<file path="src/rtl/chunked_adder_if.sv">
// Operand/result handshake bundle for chunked_adder: a valid/ready input
// channel carrying the operands and a valid/ready output channel carrying the result.
interface chunked_adder_if #(
    parameter int WIDTH = 16
);
    logic             in_valid;
    logic             in_ready;
    logic [WIDTH-1:0] a;
    logic [WIDTH-1:0] b;
    logic             carry_in;
    logic             sub;
    logic             out_valid;
    logic             out_ready;
    logic [WIDTH-1:0] sum;
    logic             carry_out;
    logic             overflow;
    logic [1:0]       dbg_state;

    // Each channel transfers on a rising edge where valid && ready.
    // A producer may not withdraw valid before that edge, and the
    // payload stays stable while valid is high and ready is low.
    modport master (
        output in_valid, a, b, carry_in, sub, out_ready,
        input  in_ready, out_valid, sum, carry_out, overflow, dbg_state
    );

    modport slave (
        input  in_valid, a, b, carry_in, sub, out_ready,
        output in_ready, out_valid, sum, carry_out, overflow, dbg_state
    );
endinterface

</file>
<file path="src/rtl/chunked_adder.sv">
// Multi-cycle adder/subtractor: adds CHUNK bits per cycle, carrying between
// chunks, and presents the WIDTH-bit result with carry and signed overflow.
module chunked_adder #(
    parameter int WIDTH = 16,
    parameter int CHUNK = 4
) (
    input logic            clk,
    input logic            rst_n,
    chunked_adder_if.slave bus
);
    localparam int NCHUNK = WIDTH / CHUNK;
    localparam int KW     = (NCHUNK > 1) ? $clog2(NCHUNK) : 1;

    typedef enum logic [1:0] {
        IDLE = 2'd0,
        RUN  = 2'd1,
        DONE = 2'd2
    } state_t;

    state_t           state, state_next;
    logic [WIDTH-1:0] a_r;
    logic [WIDTH-1:0] b_r;
    logic             carry_r;
    logic [KW-1:0]    k_r;
    logic [WIDTH-1:0] sum_r;
    logic             cout_r;
    logic             ovf_r;

    logic             last_chunk;
    logic [CHUNK-1:0] chunk_a;
    logic [CHUNK-1:0] chunk_b;
    logic [CHUNK-1:0] chunk_s;
    logic             chunk_c;
    logic             msb_cin;

    assign last_chunk = (k_r == KW'(NCHUNK - 1));

    always_comb begin
        chunk_a = '0;
        chunk_b = '0;
        for (int i = 0; i < NCHUNK; i++) begin
            if (k_r == KW'(i)) begin
                chunk_a = a_r[i*CHUNK +: CHUNK];
                chunk_b = b_r[i*CHUNK +: CHUNK];
            end
        end
        {chunk_c, chunk_s} = {1'b0, chunk_a} + {1'b0, chunk_b} + {{CHUNK{1'b0}}, carry_r};
        // The carry into a full adder's top bit is recoverable from its inputs and sum bit.
        msb_cin = chunk_a[CHUNK-1] ^ chunk_b[CHUNK-1] ^ chunk_s[CHUNK-1];
    end

    always_ff @(posedge clk) begin
        if (!rst_n) state <= IDLE;
        else        state <= state_next;
    end

    always_comb begin
        state_next = state;
        case (state)
            IDLE:    if (bus.in_valid)  state_next = RUN;
            RUN:     if (last_chunk)    state_next = DONE;
            DONE:    if (bus.out_ready) state_next = IDLE;
            default:                    state_next = IDLE;
        endcase
    end

    always_ff @(posedge clk) begin
        if (!rst_n) begin
            a_r     <= '0;
            b_r     <= '0;
            carry_r <= 1'b0;
            k_r     <= '0;
            sum_r   <= '0;
            cout_r  <= 1'b0;
            ovf_r   <= 1'b0;
        end else begin
            case (state)
                IDLE: begin
                    if (bus.in_valid) begin
                        // Subtraction is A + ~B + 1, so the operands are folded here once.
                        a_r     <= bus.a;
                        b_r     <= bus.sub ? ~bus.b : bus.b;
                        carry_r <= bus.sub | bus.carry_in;
                        k_r     <= '0;
                    end
                end
                RUN: begin
                    for (int i = 0; i < NCHUNK; i++) begin
                        if (k_r == KW'(i)) sum_r[i*CHUNK +: CHUNK] <= chunk_s;
                    end
                    carry_r <= chunk_c;
                    if (last_chunk) begin
                        k_r    <= '0;
                        cout_r <= chunk_c;
                        ovf_r  <= msb_cin ^ chunk_c;
                    end else begin
                        k_r <= k_r + KW'(1);
                    end
                end
                default: ;
            endcase
        end
    end

    assign bus.in_ready  = (state == IDLE);
    assign bus.out_valid = (state == DONE);
    assign bus.sum       = sum_r;
    assign bus.carry_out = cout_r;
    assign bus.overflow  = ovf_r;
    assign bus.dbg_state = state;
endmodule

</file>
<file path="src/flat_wrapper.sv">
// flat-port wrapper written by rule: the top's interface ports become plain ports
module chunked_adder_flat 
#(
    parameter int WIDTH = 16,
    parameter int CHUNK = 4
)
  (clk, rst_n, bus_in_valid, bus_a, bus_b, bus_carry_in, bus_sub, bus_out_ready, bus_in_ready, bus_out_valid, bus_sum, bus_carry_out, bus_overflow, bus_dbg_state);
  chunked_adder_if #(.WIDTH(WIDTH)) bus_i ();
  input logic clk;
  input logic rst_n;
  input wire logic [$bits(bus_i.in_valid)-1:0] bus_in_valid;
  input wire logic [$bits(bus_i.a)-1:0] bus_a;
  input wire logic [$bits(bus_i.b)-1:0] bus_b;
  input wire logic [$bits(bus_i.carry_in)-1:0] bus_carry_in;
  input wire logic [$bits(bus_i.sub)-1:0] bus_sub;
  input wire logic [$bits(bus_i.out_ready)-1:0] bus_out_ready;
  output wire logic [$bits(bus_i.in_ready)-1:0] bus_in_ready;
  output wire logic [$bits(bus_i.out_valid)-1:0] bus_out_valid;
  output wire logic [$bits(bus_i.sum)-1:0] bus_sum;
  output wire logic [$bits(bus_i.carry_out)-1:0] bus_carry_out;
  output wire logic [$bits(bus_i.overflow)-1:0] bus_overflow;
  output wire logic [$bits(bus_i.dbg_state)-1:0] bus_dbg_state;
  assign bus_i.in_valid = bus_in_valid;
  assign bus_i.a = bus_a;
  assign bus_i.b = bus_b;
  assign bus_i.carry_in = bus_carry_in;
  assign bus_i.sub = bus_sub;
  assign bus_i.out_ready = bus_out_ready;
  assign bus_in_ready = bus_i.in_ready;
  assign bus_out_valid = bus_i.out_valid;
  assign bus_sum = bus_i.sum;
  assign bus_carry_out = bus_i.carry_out;
  assign bus_overflow = bus_i.overflow;
  assign bus_dbg_state = bus_i.dbg_state;
  chunked_adder #(.WIDTH(WIDTH), .CHUNK(CHUNK)) u_core (.clk(clk), .rst_n(rst_n), .bus(bus_i));
endmodule
</file>
<file path="config.mk">
export PLATFORM = sky130hd
export DESIGN_NAME = chunked_adder_flat
export DESIGN_NICKNAME = d
export VERILOG_FILES = /design/src/rtl/chunked_adder_if.sv /design/src/rtl/chunked_adder.sv /design/src/flat_wrapper.sv
export SDC_FILE = /design/constraint.sdc
export NUM_CORES = 1
export LEC_CHECK = 0
export CAP_MARGIN = 20
export CORE_MARGIN = 2
export CORE_UTILIZATION = 30
export CTS_CLUSTER_SIZE = 8
export DETAILED_ROUTE_END_ITERATION = 8
export GPL_TIMING_DRIVEN = 0
export PLACE_DENSITY = 0.5
export SKIP_LAST_GASP = 1
export SYNTH_ARGS = -nofsm -noshare
export SYNTH_HDL_FRONTEND = slang
export SYNTH_SLANG_ARGS = --single-unit
export TNS_END_PERCENT = 50
</file>
<file path="constraint.sdc">
create_clock -name clk -period 5.1 [get_ports clk]
set_input_delay 0.765 -clock clk [delete_from_list [all_inputs] [get_ports clk]]
set_output_delay 0.765 -clock clk [all_outputs]
set_load 0.01 [all_outputs]
</file>
# Word-level counts from Yosys, hierarchy flattened
# Index checks and enable logic that the tools add are counted.
[op_classes] add_sub_neg=3 eq_ne=8 mux=18 n_bitwise=5 reduce_logical=10
[ops] cell="4-bit 2-to-1 mux" count=8
[ops] cell="16-bit 2-to-1 mux" count=1
[ops] cell="16-bit inverter" count=1
[ops] cell="2-bit AND reduction" count=6
[ops] cell="2-bit 2-to-1 mux" count=5
[ops] cell="2-bit equality test, second input constant" count=3
[ops] cell="2-bit one-hot mux with 3 select lines" count=1
[ops] cell="4-bit by 4-bit adder with 5-bit output" count=1
[ops] cell="5-bit by 1-bit adder with 5-bit output" count=1
[ops] cell="2-bit by 1-bit equality test with 1-bit output, second input constant" count=2
[ops] cell="2-bit zero test" count=2
[ops] cell="2-bit != test, second input constant" count=2
[ops] cell="2-bit one-hot mux with 2 select lines" count=1
[ops] cell="3-bit AND reduction" count=1
[ops] cell="1-bit bitwise XOR" count=3
[ops] cell="2-bit by 1-bit adder with 2-bit output, second input constant" count=1
[ops] cell="2-bit by 1-bit != test with 1-bit output, second input constant" count=1
[ops] cell="1-bit one-hot mux with 2 select lines" count=1
[ops] cell="2-bit nonzero test" count=1
[ops] cell="1-bit 2-to-1 mux" count=1
[ops] cell="1-bit OR" count=1
[word_totals] register_bits=55 inputBits=38 elab_cells=55

# Longest topological paths before layout
# Gate-level depths: netlist of run 1.
[logic_depth] depth_word=9 ltp_mapped=13 depth_no_buf=12

# Least setup slack after synthesis of run 1
# Ideal clock, no wire load.
[synth_timing] path_type="flip-flop to flip-flop" start="reg u_core.k_r[0]" end="reg u_core.carry_r" setup_time_ns=0.134 arrival_time_ns=2.649 required_ns=4.966 path_slack_ns=2.317 stages_incl_launch_ff=14 period_less_slack_ns=2.783 cell_sequence="dfxtp_1 -> inv_1 -> ha_1 -> buf_1 -> nand3b_1 -> a21oi_1 -> a21oi_1 -> o21ai_0 -> fa_1 -> fa_1 -> a21o_1 -> a21oi_1 -> nand2b_1 -> a31oi_1"
[synth_between] elab_chain_len=8 word_cells_on_any_way=15 classes_between="2 x add/sub; 3 x eq/ne; 9 x mux; 1 x reduce/logical"
[synth_rtl] element="start, declared" line="chunked_adder.sv:24" source="logic [KW-1:0] k_r;"
[synth_rtl] element="start signal, assigned" line="chunked_adder.sv:97" source="k_r <= k_r + KW'(1);"
[synth_rtl] element="2-bit zero test" line="chunked_adder.sv:42" source="if (k_r == KW'(i)) begin"
[synth_rtl] element="4-bit 2-to-1 mux (4 in series)" line="chunked_adder.sv:42"
[synth_rtl] element="4-bit by 4-bit adder with 5-bit output *" line="chunked_adder.sv:47" source="{chunk_c, chunk_s} = {1'b0, chunk_a} + {1'b0, chunk_b} + {{CHUNK{1'b0}}, carry_r};"
[synth_rtl] element="5-bit by 1-bit adder with 5-bit output *" line="chunked_adder.sv:47"
[synth_rtl] element="1-bit one-hot mux with 2 select lines *" line="chunked_adder.sv:77" source="case (state)"
[synth_rtl] element="end signal, assigned" line="chunked_adder.sv:83" source="carry_r <= bus.sub | bus.carry_in;"
[synth_rtl] element="end signal, assigned" line="chunked_adder.sv:91" source="carry_r <= chunk_c;"
[synth_rtl] element="end, declared" line="chunked_adder.sv:23" source="logic carry_r;"
# Mark *: on every way between the ends. The rest lies on a longest branch, timed or not.
# A chain may end at the register's enable or synchronous reset.

# Worst setup path after layout of run 1
# Same ends and word-level chain as after synthesis.

==> metrics.md, run 1 <==
| Metric | Value |
|---|---|
| Status | finished, final reports clean |
| Most common cell on crit path | a21oi_1 |
| Fin. Hold Viols | 0 |
| TritonRoute pass-1 iters | 4 |
| GPL Wtd Cong | 0.778 |
| Antenna diode count | 0 |
| Reg2Reg Launch Point | u_core.k_r[0] |
| Reg2Reg Depth | 13 |
| Mapped Cells | 311 |
| WP data required | 5.27 ns |
| LEAKAGE | 1.20 nW |
| Row count | 34 |
| FMAX | 0.299 GHz |
| Setup tns final | 0 ns |
| Mapped Area | 2610 um^2 |
| CP endpoint | u_core.carry_r |
| Inserted Clock Buffers | 5 |
| Synthesis-stage register bit count | 55 |
| Slowest Stage Delay on Critical Path | 0.44 ns |
| Number of fillers in the final layout | 916 |
| CP Depth | 13 |
| Post-DP HPWL | 5000 um |
| Number of library cell types mapped by synthesis | 33 |
| DP Cell Count | 476 |
| Crit path max-delay family | adder cells |
| Share of layout cells above drive strength 1 | 8.51% |
| CP startpoint | u_core.k_r[0] |
| CTS HTree Levels | 2 |
| Gr ovfl total | 0 |
| Overall Power | 0.906 mW |
| Peak VDD IR | 0.116 mV |
| Routed Antenna Nets | 0 |
| Largest net degree at the start of global routing | 16 |
| Syn-to-layout area delta | 30.9% |
| Chip width | 97.3 um |
| Total die area | 9470 um^2 |
| Slowest cell on the critical path | fa_1 |
| Synthesized net count | 358 |
| R2R Path End | u_core.carry_r |
| Final clock skew | 0.00530 ns |
| R2R Setup Slk | 1.75 ns |
| WL/cell | 13.6 um |
| Max_cap viols | 0 |
| Crit path buf inv count | 2 |
| Crit end category | register |
| Worst-Margin Slew | 0.696 ns |
| Resized Gates After CTS | 0 |
| DR iter-0 viols | 58 |
| Cell breakdown of the critical path | inv_1, ha_1, buf_1, nand3b_1, a21oi_1, a21oi_1, o21ai_0, fa_1, fa_1, a21o_1, a21oi_1, nand2b_1, a31oi_1 |
| Vias in the first global route | 2193 |
| Final min period | 3.35 ns |
| Top cell type's share of synthesized area | 42.2% |
| Final setup fails | 0 |
| Die Y | 97.3 um |
| Routed via count | 2248 |
| PD cells | 265 nW/um^2 |
| Hold depth | 2 |
| Worst skew pair latency | 0.30 ns |
| Clock sinks | 55 |
| Max_slew headroom | 53.6% |
| I/O Buffers | 57 |
| Hold Crit Class | register to register |
| Initial antenna violation count | 0 |
| WS Path Type | register to register |
| First-pass GRT wire length | 10900 um |
| Final WL | 6590 um |
| Sequential area share after synthesis | 42.2% |
| Main area contributors after synthesis | dfxtp_1 42%, nand2_1 8.8%, a21oi_1 8.6%, xnor2_1 6.0%, a211oi_2 5.7% |
| Final Non-Filler Cells | 484 |
| Ports | 60 |
| GR Util All Layers | 14.1% |
| Top cell type by total area after synthesis | dfxtp_1 |
| Initial Utilization | 30.4% |
| Core area | 8590 um^2 |
| Clock buffer depth | 2 |
| DRC Markers | 0 |
| CP startpoint kind | register |
| Crit Path Max Fanout | 10 |
| Hold_buf cts | 0 |
| Max Slew Vio Count | 0 |
| Via density | 4.64 |
| CTS tree | yes |
| Final net count | 422 |
| Crit share post-route | 65.6% |
| Post-CTS Setup Inserts | 0 |
| Ys Warns | 0 |
| Root buf cell | clkbuf_8 |
| Arrival time at the worst endpoint | 3.52 ns |
| CTS clk-pin slew, worst paths | 0.09 ns |
| RSZ-0062 raised after global routing | no |
| Avg Inst Size Synth | 8.40 um^2 |
## report_power, final
| part | internal (mW) | switching (mW) |
|---|---|---|
| Combinational | 0.0843 | 0.0933 |
| Clock | 0.124 | 0.137 |
| Sequential | 0.453 | 0.0143 |
## worst min path at each step
stage | start | endpoint | slack [ns]
detailed placement | u_core.bus.sum[4] | u_core.bus.sum[4] | 0.45
CTS | u_core.bus.sum[4] | u_core.bus.sum[4] | 0.46
global route | u_core.bus.sum[4] | u_core.bus.sum[4] | 0.48
finish | u_core.bus.sum[4] | u_core.bus.sum[4] | 0.46
global placement | u_core.a_r[14] | u_core.a_r[14] | 0.45
floorplan | u_core.a_r[0] | u_core.a_r[0] | 0.44
## synthesized netlist by cell type
cell       n
o31ai_1    3
xnor2_1   18
nor2_1    25
o22ai_1    1
a211oi_2  12
nand3b_1   8
o21ai_0   10
a21o_1     2
fa_1       2
nand3_1    9
buf_1      2
o21bai_1   1
a21oi_1   45
and2_1     1
a31oi_1    1
dfxtp_1   55
nor2b_1    2
inv_2      1
nor3_1     1
nand2b_1   1
inv_1      4
buf_4      2
clkbuf_1  12
nand2_1   61
a311oi_1   3
and2_4     1
a211oi_1   6
buf_6      3
xor2_1     1
a22oi_1    2
buf_2      6
mux2i_1    3
ha_1       7
## metal layers
| layer | share of wire (%) | wire length, um | global-route usage (%) |
|---|---|---|---|
| met5 | 0 | 0 | 0 |
| met4 | 1.4 | 92 | 4.49 |
| met3 | 3.8 | 249 | 3.02 |
| met2 | 45 | 2970 | 22.6 |
| met1 | 50 | 3270 | 19.1 |
## cells in the final DEF (no fill, tap or decap), drive strengths merged, types with 2 or more instances in the layout
master         Yosys  routed
nand2             61      61
clkdlybuf4s50      0      57
dfxtp             55      55
a21oi             45      45
nor2              25      25
clkbuf            12      20
xnor2             18      18
a211oi            18      18
buf               13      13
o21ai             10      10
nand3              9       9
nand3b             8       8
ha                 7       7
inv                5       5
a311oi             3       3
mux2i              3       3
o31ai              3       3
nor2b              2       2
a21o               2       2
a22oi              2       2
fa                 2       2
and2               2       2
## worst min-delay path, stage by stage (launching register included)
cell and delay, ns:
dfxtp_1 0.32, nand2_1 0.05, a21oi_1 0.05
## flip-flops by register name, summed over array words and instances (netlist names)
register / flops
u_core.a_r: 16
u_core.bus.carry_out: 1
u_core.bus.sum: 16
u_core.carry_r: 1
u_core.b_r: 16
u_core.bus.overflow: 1
u_core.bus.dbg_state: 2
u_core.k_r: 2
## per-stage QoR
stage          cell area, um^2  setup WS (ns)  utilization (%)  hold slack (ns)
6_report                  3420           1.75             39.8            0.459
5_1_grt                   3420           1.50             39.8            0.479
4_1_cts                   3420           1.76             39.8            0.464
3_5_place_dp              3320           1.77             38.6            0.451
3_3_place_gp              3320           1.80             38.6            0.445
2_1_floorplan             2610           2.32                -            0.436
## kinds of logic after synthesis
| kind of cell | Yosys count | share of synthesized area, % |
|---|---|---|
| compound gates | 86 | 21.8 |
| xor+xnor | 19 | 6.37 |
| fa+ha+maj | 9 | 4.89 |
| buf+inv | 30 | 5.75 |
| flops | 55 | 42.2 |
| mux | 3 | 1.15 |
| simple gates | 109 | 17.9 |
## area by class of cell
type / count / area (um^2) / area share (%)
buffer: 25 / 131 / 3.84
tap: 108 / 135 / 3.95
sequential: 55 / 1100 / 32.2
timing repair buffer: 57 / 571 / 16.7
clock buffer: 8 / 100 / 2.93
multi-input combinational: 226 / 1360 / 39.8
inverter: 5 / 18.8 / 0.549
(Power assumes the default switching activity.)
==> inputs of run 2 (changes only) <==
--- a/config.mk
+++ b/config.mk
@@ -11,7 +11,7 @@
 export CTS_CLUSTER_SIZE = 8
 export DETAILED_ROUTE_END_ITERATION = 8
 export GPL_TIMING_DRIVEN = 0
-export PLACE_DENSITY = 0.5
+export PLACE_DENSITY = 0.52
 export SKIP_LAST_GASP = 1
 export SYNTH_ARGS = -nofsm -noshare
 export SYNTH_HDL_FRONTEND = slang
==> constraint.sdc (replaced) <==
create_clock -name clk -period 2.8 [get_ports clk]
set_input_delay 0.42 -clock clk [delete_from_list [all_inputs] [get_ports clk]]
set_output_delay 0.42 -clock clk [all_outputs]
set_load 0.01 [all_outputs]
==> run 2 against run 1 <==
Against the previous run: die area is the same; first-iteration DRC count rose by 29%; maximum frequency up 24%; critical path depth fell by 2; combinational power rose by 100%; critical path type unchanged.
==> metrics.md, run 2 (synthesis gave the netlist of run 1 again) <==
| Metric | Value |
|---|---|
| Status | finished, final reports clean |
| Ports | 60 (unchanged) |
| Chip width | 97.3 um (unchanged) |
| Commonest cells after routing, fill and taps aside | 61 x nand2_1, 57 x clkdlybuf4s50_1, 53 x dfxtp_1 |
| Worst skew pair latency | 0.30 ns (about the same) |
| Hold_buf cts | 0 (unchanged) |
| Max Slew Vio Count | 0 (unchanged) |
| Syn-to-layout area delta | 36.2% |
| Arrival time at the worst endpoint | 2.87 ns (-0.65 ns) |
| Final clock skew | 0.00363 ns (-0.00167 ns) |
| Psw | 0.445 mW (+82%) |
| DR iter-0 viols | 75 (+29%) |
| PD cells | 454 nW/um^2 (+71%) |
| Crit share post-route | 96.6% (+31 points) |
| DRC Markers | 0 (unchanged) |
| Final WL | 6650 um (+0.94%) |
| Max_cap viols | 0 (unchanged) |
| Clock buffer depth | 2 (unchanged) |
| Util after Layout | 41.4% (+1.6 points) |
| CTS HTree Levels | 2 (unchanged) |
| Via density | 4.69 (+0.95%) |
| I/O Buffers | 57 (unchanged) |
| Overall Power | 1.61 mW (+78%) |
| Number of fillers in the final layout | 894 (-2.4%) |
| Routed Antenna Nets | 0 (unchanged) |
| First-pass GRT wire length | 11000 um (+1.5%) |
| Peak VDD IR | 0.175 mV (+50%) |
| GPL Wtd Cong | 0.801 (+3.0%) |
| Switching portion of total power | 27.6% (+0.55 points) |
| Post-DP HPWL | 4960 um (-0.84%) |
| CP startpoint kind | register |
| Final setup fails | 0 (unchanged) |
| Int Pwr | 1.17 mW (+77%) |
| Core area | 8590 um^2 (unchanged) |
| Final min period | 2.70 ns (-0.643 ns) |
| WS Path Type | register to register |
| WP data required | 2.97 ns (-2.30 ns) |
| Initial Utilization | 30.4% (unchanged) |
| CTS tree | yes |
| Inserted Clock Buffers | 5 (unchanged) |
| Root buf cell | clkbuf_8 |
| Initial antenna violation count | 0 (unchanged) |
| DP Area | 3320 um^2 (unchanged) |
| Row count | 34 (unchanged) |
| Logic pwr share | 22.2% (+2.6 points) |
| Largest net degree at the start of global routing | 15 (-1) |
| Routed via count | 2274 (+1.2%) |
| Setup tns final | 0 ns (unchanged) |
| Sequential power share | 52.7% (+1.2 points) |
| Antenna diode count | 0 (unchanged) |
| WL/cell | 13.7 um (+0.73%) |
| Slowest Stage Delay on Critical Path | 0.41 ns (-0.03 ns) |
| Fin. Hold Viols | 0 (unchanged) |
| Die Y | 97.3 um (unchanged) |
| Hold Crit Class | register to register |
| Clock sinks | 55 (unchanged) |
| Design Area, Final | 3560 um^2 (+4.1%) |
| Gr ovfl total | 0 (unchanged) |
| Leading cell type in the layout, fill and taps excluded | nand2_1 |
| Total die area | 9470 um^2 (unchanged) |
| LEAKAGE | 1.25 nW (+4.8%) |
| R2R Setup Slk | 0.1 ns (-1.66 ns) |
| Clk pwr share | 25.1% (-3.8 points) |
| Max_slew headroom | 55.2% (+1.6 points) |
| FMAX | 0.370 GHz (+24%) |
| Final net count | 425 (+0.71%) |
| TritonRoute pass-1 iters | 4 (unchanged) |
| Most common cell on crit path | fa_2 |
| Worst-Margin Slew | 0.672 ns (-0.0243 ns) |
| Place WS | -0.559 ns (-2.33 ns) |
| GR Util All Layers | 14.4% (+0.27 points) |
| Share of layout cells above drive strength 1 | 15.6% (+7.1 points) |
| Crit Path Max Fanout | 10 (unchanged) |
| Vias in the first global route | 2240 (+2.1%) |
| Slowest cell on the critical path | fa_2 |
| Crit end category | register |
| Cell breakdown of the critical path | inv_2, ha_1, buf_4, a21oi_2, o21ai_2, fa_2, fa_2, a21o_1, a21oi_4, nand2b_4, a31oi_1 |
| Setup slack after layout | 0.0964 ns (-1.66 ns) |
| CTS clk-pin slew, worst paths | 0.09 ns (about the same) |
run 2: changes by cell type in the layout (fill, tap and decap cells not counted), sizes merged:
| cell | previous run | this run |
|---|---|---|
| clkbuf | 20 | 12 |
| buf | 13 | 22 |
run 2: critical path: cells and delay by family (launching register included):
| kind | cells | cell delay [ns] |
|---|---|---|
| flops | 1 | 0.39 |
| simple gates | 1 | 0.15 |
| compound gates | 5 | 0.73 |
| fa+ha+maj | 3 | 1.05 |
| buf+inv | 2 | 0.26 |
run 2: what timing repair did:
item	CTS	global route
setup endpoints to repair	15	15
resized for setup	17	37
pin swaps	1	8
setup buffers	1	3
cloned	0	0
run 2: metrics by stage:
stage | hold WS (ns) | cells
after floorplan | 0.436 | 311
after global placement | 0.447 | 476
after detailed placement | 0.452 | 476
after CTS | 0.465 | 483
after global routing | 0.481 | 485
final | 0.461 | 485
run 2: final timing paths:
path | from | end | depth (start not counted)
min | u_core.a_r[6] | u_core.a_r[6] | 2
max | u_core.k_r[0] | u_core.carry_r | 11
min reg2reg | u_core.a_r[6] | u_core.a_r[6] | 2
max reg2reg | u_core.k_r[0] | u_core.carry_r | 11
run 2: area by class of cell:
cell class / instances / area (um^2) / share of cell area [%]
Buffer: 24 / 166 / 4.68
Clock buffer: 6 / 72.6 / 2.04
Inverter: 5 / 21.3 / 0.598
Multi-Input combinational cell: 226 / 1450 / 40.8
Sequential cell: 55 / 1110 / 31.2
Tap cell: 108 / 135 / 3.80
Timing Repair Buffer: 61 / 601 / 16.9
run 2: layer usage:
layer  GRT usage, %  up-vias  part of all wire, %  wire [um]
met5              0        -                    0          0
met4           5.02        0                  1.2         78
met3           3.31        4                  3.6        242
met2           22.4       43                   45       3000
met1           19.7     1040                   50       3330
li1               -     1187                    -          -
run 2: power by group through the flow:
stage / sequential (mW) / combinational (mW) / clock (mW)
after floorplan: 0.865 / 0.197 / 0
after global placement: 0.868 / 0.323 / 0
after detailed placement: 0.869 / 0.327 / 0
after CTS: 0.851 / 0.338 / 0.422
after global routing: 0.856 / 0.396 / 0.455
final: 0.851 / 0.359 / 0.404
==> inputs of run 3 (changes only) <==
--- a/config.mk
+++ b/config.mk
@@ -5,6 +5,7 @@
 export SDC_FILE = /design/constraint.sdc
 export NUM_CORES = 1
 export LEC_CHECK = 0
+export ABC_AREA = 1
 export CAP_MARGIN = 20
 export CORE_MARGIN = 2
 export CORE_UTILIZATION = 30
==> run 3 against run 2 <==
Against the previous run: synthesized cell count grew 15%; maximum frequency rose by 3.9%; clock power rose by 20%; register-to-register slack improved by 0.10 ns; sequential cell count unchanged; design area increased by 1.8%; critical endpoint is now u_core.bus.overflow; worst hold slack gained 0.0029 ns; setup slack gained 0.10 ns; via count rose by 6.2%; global-route usage increased by 0.84 points; total power is 10% higher; clock skew barely moved; critical path type unchanged.
==> metrics.md, run 3 <==
| Metric | Value |
|---|---|
| Number of fillers in the final layout | 976 (+9.2%) |
| WS Path Type | register to register |
| Top cell type by total area after synthesis | dfxtp_1 |
| Die Y | 100 um (+2.9%) |
| Synthesized net count | 404 (+13%) |
| Max Slew Vio Count | 0 (unchanged) |
| Count leader, synth | nor2_1 |
| Largest net degree at the start of global routing | 16 (+1) |
| Vias in the first global route | 2397 (+7.0%) |
| WP data required | 3.02 ns (+0.05 ns) |
| Mapped Area | 2770 um^2 (+6.0%) |
| DR iter-0 viols | 81 (+8.0%) |
| Synth cell count leaders | 61 x nor2_1, 55 x dfxtp_1, 45 x nand2_1, 37 x o21ai_0, 29 x a21oi_1 |
| TritonRoute pass-1 iters | 4 (unchanged) |
| Design Area, Final | 3620 um^2 (+1.8%) |
| Hold depth | 2 (unchanged) |
| Status | finished, final reports clean |
| Post-DP HPWL | 5390 um (+8.7%) |
| Crit share post-route | 93.0% (-3.6 points) |
| Top cell type's share of synthesized area | 39.8% (-2.4 points) |
| Crit end category | register |
| Max_cap viols | 0 (unchanged) |
| WHS | 0.464 ns (+0.00290 ns) |
| Reg2Reg Launch Point | u_core.k_r[1] |
| Leading cell type in the layout, fill and taps excluded | nor2_1 |
| Final min period | 2.60 ns (-0.101 ns) |
| PD cells | 492 nW/um^2 (+8.5%) |
| CTS tree | yes |
| Hold_buf cts | 0 (unchanged) |
| Overall Power | 1.78 mW (+10%) |
| Gr ovfl total | 0 (unchanged) |
| Final WL | 7100 um (+6.7%) |
| Main area contributors after synthesis | dfxtp_1 40%, nor2_1 8.3%, o21ai_0 6.7%, nand2_1 6.1%, a21oi_1 5.2% |
| FMAX | 0.384 GHz (+3.9%) |
| CP startpoint kind | register |
| Post-synth ARST share | 0% (unchanged) |
| Worst-Margin Slew | 0.439 ns (-0.233 ns) |
| WL/cell | 13.3 um (-3.2%) |
| CTS clk-pin slew, worst paths | 0.09 ns (about the same) |
| Final net count | 470 (+11%) |
| Hold Crit Class | register to register |
| Mapped Cells | 357 (+15%) |
| Row count | 35 (+2.9%) |
| LEAKAGE | 1.50 nW (+20%) |
| Antenna diode count | 0 (unchanged) |
| Synthesis-stage register bit count | 55 (unchanged) |
| Worst skew pair latency | 0.31 ns (about the same) |
| First-pass GRT wire length | 11900 um (+8.0%) |
| Total die area | 10000 um^2 (+5.8%) |
| Routed Antenna Nets | 0 (unchanged) |
| Final setup fails | 0 (unchanged) |
| GR Util All Layers | 15.2% (+0.84 points) |
| Max_slew headroom | 70.7% (+16 points) |
| Min-delay src | u_core.b_r[0] |
| CTS HTree Levels | 2 (unchanged) |
| R2R Setup Slk | 0.20 ns (+0.10 ns) |
| Ys Warns | 0 (unchanged) |
| Root buf cell | clkbuf_8 |
| DRC Markers | 0 (unchanged) |
| Arrival time at the worst endpoint | 2.83 ns (-0.04 ns) |
| Share of layout cells above drive strength 1 | 14.6% (-1.0 points) |
| Synth Flop Type | dfxtp_1 |
| Ports | 60 (unchanged) |
| Final Non-Filler Cells | 535 (+10%) |
| Core area | 9110 um^2 (+6.0%) |
| RSZ-0062 raised after global routing | yes |
| Number of library cell types mapped by synthesis | 30 (-9.1%) |
| Hold Crit Endpoint | u_core.b_r[0] |
| Avg Inst Size Synth | 7.76 um^2 (-7.6%) |
| Via density | 4.51 (-3.7%) |
| DP Cell Count | 525 (+10%) |
| Final clock skew | 0.00351 ns (-0.000123 ns) |
| Chip width | 100 um (+2.9%) |
| Sequential area share after synthesis | 39.8% (-2.4 points) |
| Clock buffer depth | 2 (unchanged) |
| Commonest cells after routing, fill and taps aside | 61 x nor2_1, 57 x clkdlybuf4s50_1, 54 x dfxtp_1 |
| DP Area | 3480 um^2 (+4.9%) |
| Peak VDD IR | 0.193 mV (+11%) |
| Initial Utilization | 30.4% (about the same) |
| Number of enable flip-flop cells after synthesis | 0 (unchanged) |
| Reg2Reg Depth | 15 (+4) |
| Crit Path Max Fanout | 8 (-2) |
| Initial antenna violation count | 0 (unchanged) |
| Fin. Hold Viols | 0 (unchanged) |
| Routed via count | 2415 (+6.2%) |
| GPL Wtd Cong | 0.835 (+4.2%) |
| I/O Buffers | 57 (unchanged) |
| Clock sinks | 55 (unchanged) |
| Inserted Clock Buffers | 5 (unchanged) |
| Syn-to-layout area delta | 30.8% |
| R2R Path End | u_core.bus.overflow |
==> run 3: cell types whose count changed in the layout (fill, tap and decap cells not counted), moves of 6 or more <==
cell	previous run	this run
nand2_2	0	10
xor2_1	0	16
inv_1	2	26
o21a_1	0	6
nand3_1	9	15
a211oi_1	6	0
o21ai_0	6	36
a211oi_2	12	0
xnor2_1	16	0
nor2_1	25	61
nand3b_1	8	0
nand2_1	61	45
a21oi_1	40	29
a21oi_2	4	10
==> run 3: per-stage QoR <==
| stage | setup WS [ns] | setup TNS, ns | utilization [%] |
|---|---|---|---|
| after floorplan | 0.405 | 0 | - |
| after global placement | -0.0965 | -0.422 | 38.2 |
| after detailed placement | -0.142 | -0.677 | 38.2 |
| after CTS | 0.0297 | 0 | 39.6 |
| after global routing | -0.0226 | -0.0257 | 39.8 |
| final | 0.197 | 0 | 39.8 |
==> run 3: cell type report <==
cell class	count	area [um^2]	area share [%]
multi-input combinational	256	1430	39.5
buffer	17	145	4.01
timing repair buffer	59	586	16.2
clock buffer	8	100	2.76
sequential	55	1100	30.4
inverter	29	118	3.25
tap	111	139	3.84
==> run 3: metal layers <==
metal | global-route usage [%] | wire [um] | vias up
met2 | 24.9 | 3270 | 44
met1 | 20.2 | 3450 | 1090
met5 | 0 | 0 | -
li1 | - | - | 1273
met3 | 3.06 | 280 | 8
met4 | 4.95 | 90 | 0
==> run 3: where the power goes <==
group          internal, mW  switching (mW)  leakage [nW]  total, mW
clock network         0.226           0.258        0.0515      0.484
registers             0.835          0.0302         0.452      0.865
logic                 0.198           0.235         0.998      0.433
total                  1.26           0.523          1.50       1.78
==> run 3: worst max-delay path, cell delays in order (launching register included) <==
cell and delay [ns]:
dfxtp_1 0.35, inv_1 0.10, ha_2 0.32, inv_4 0.11
nand2_1 0.13, o22ai_1 0.09, nand2_1 0.07, a21oi_1 0.09
fa_2 0.40, fa_2 0.40, nand3_1 0.10, nand3_1 0.11
nand2_1 0.09, nand3_1 0.07, nand2_1 0.06, inv_1 0.03
==> run 3: logic make-up (layout without fill, tap and decap cells) <==
group | after synthesis | count (layout) | share of synthesized area (%)
xor gates and xnor gates | 17 | 17 | 5.38
and+or+nand+nor | 139 | 139 | 22.4
AOI/OAI and AO/OA | 91 | 91 | 18.7
adders and majority gates | 9 | 9 | 4.61
buffers and inverters | 46 | 113 | 9.17
DFF | 55 | 55 | 39.8
==> run 3: worst max-delay path by stage <==
stage | start | end | slack [ns]
final | u_core.k_r[1] | u_core.bus.overflow | 0.20
after global routing | u_core.k_r[1] | u_core.bus.sum[3] | -0.02
after CTS | u_core.k_r[1] | u_core.bus.overflow | 0.03
after detailed placement | u_core.k_r[1] | u_core.bus.sum[10] | -0.14
after global placement | u_core.k_r[1] | u_core.bus.sum[10] | -0.1
after floorplan | u_core.k_r[0] | u_core.bus.overflow | 0.40
==> run 3: what timing repair did <==
item	in CTS	in global routing
gates resized for setup	4	6
setup buffers	2	0
setup endpoints to repair	6	11
pin swaps	0	0
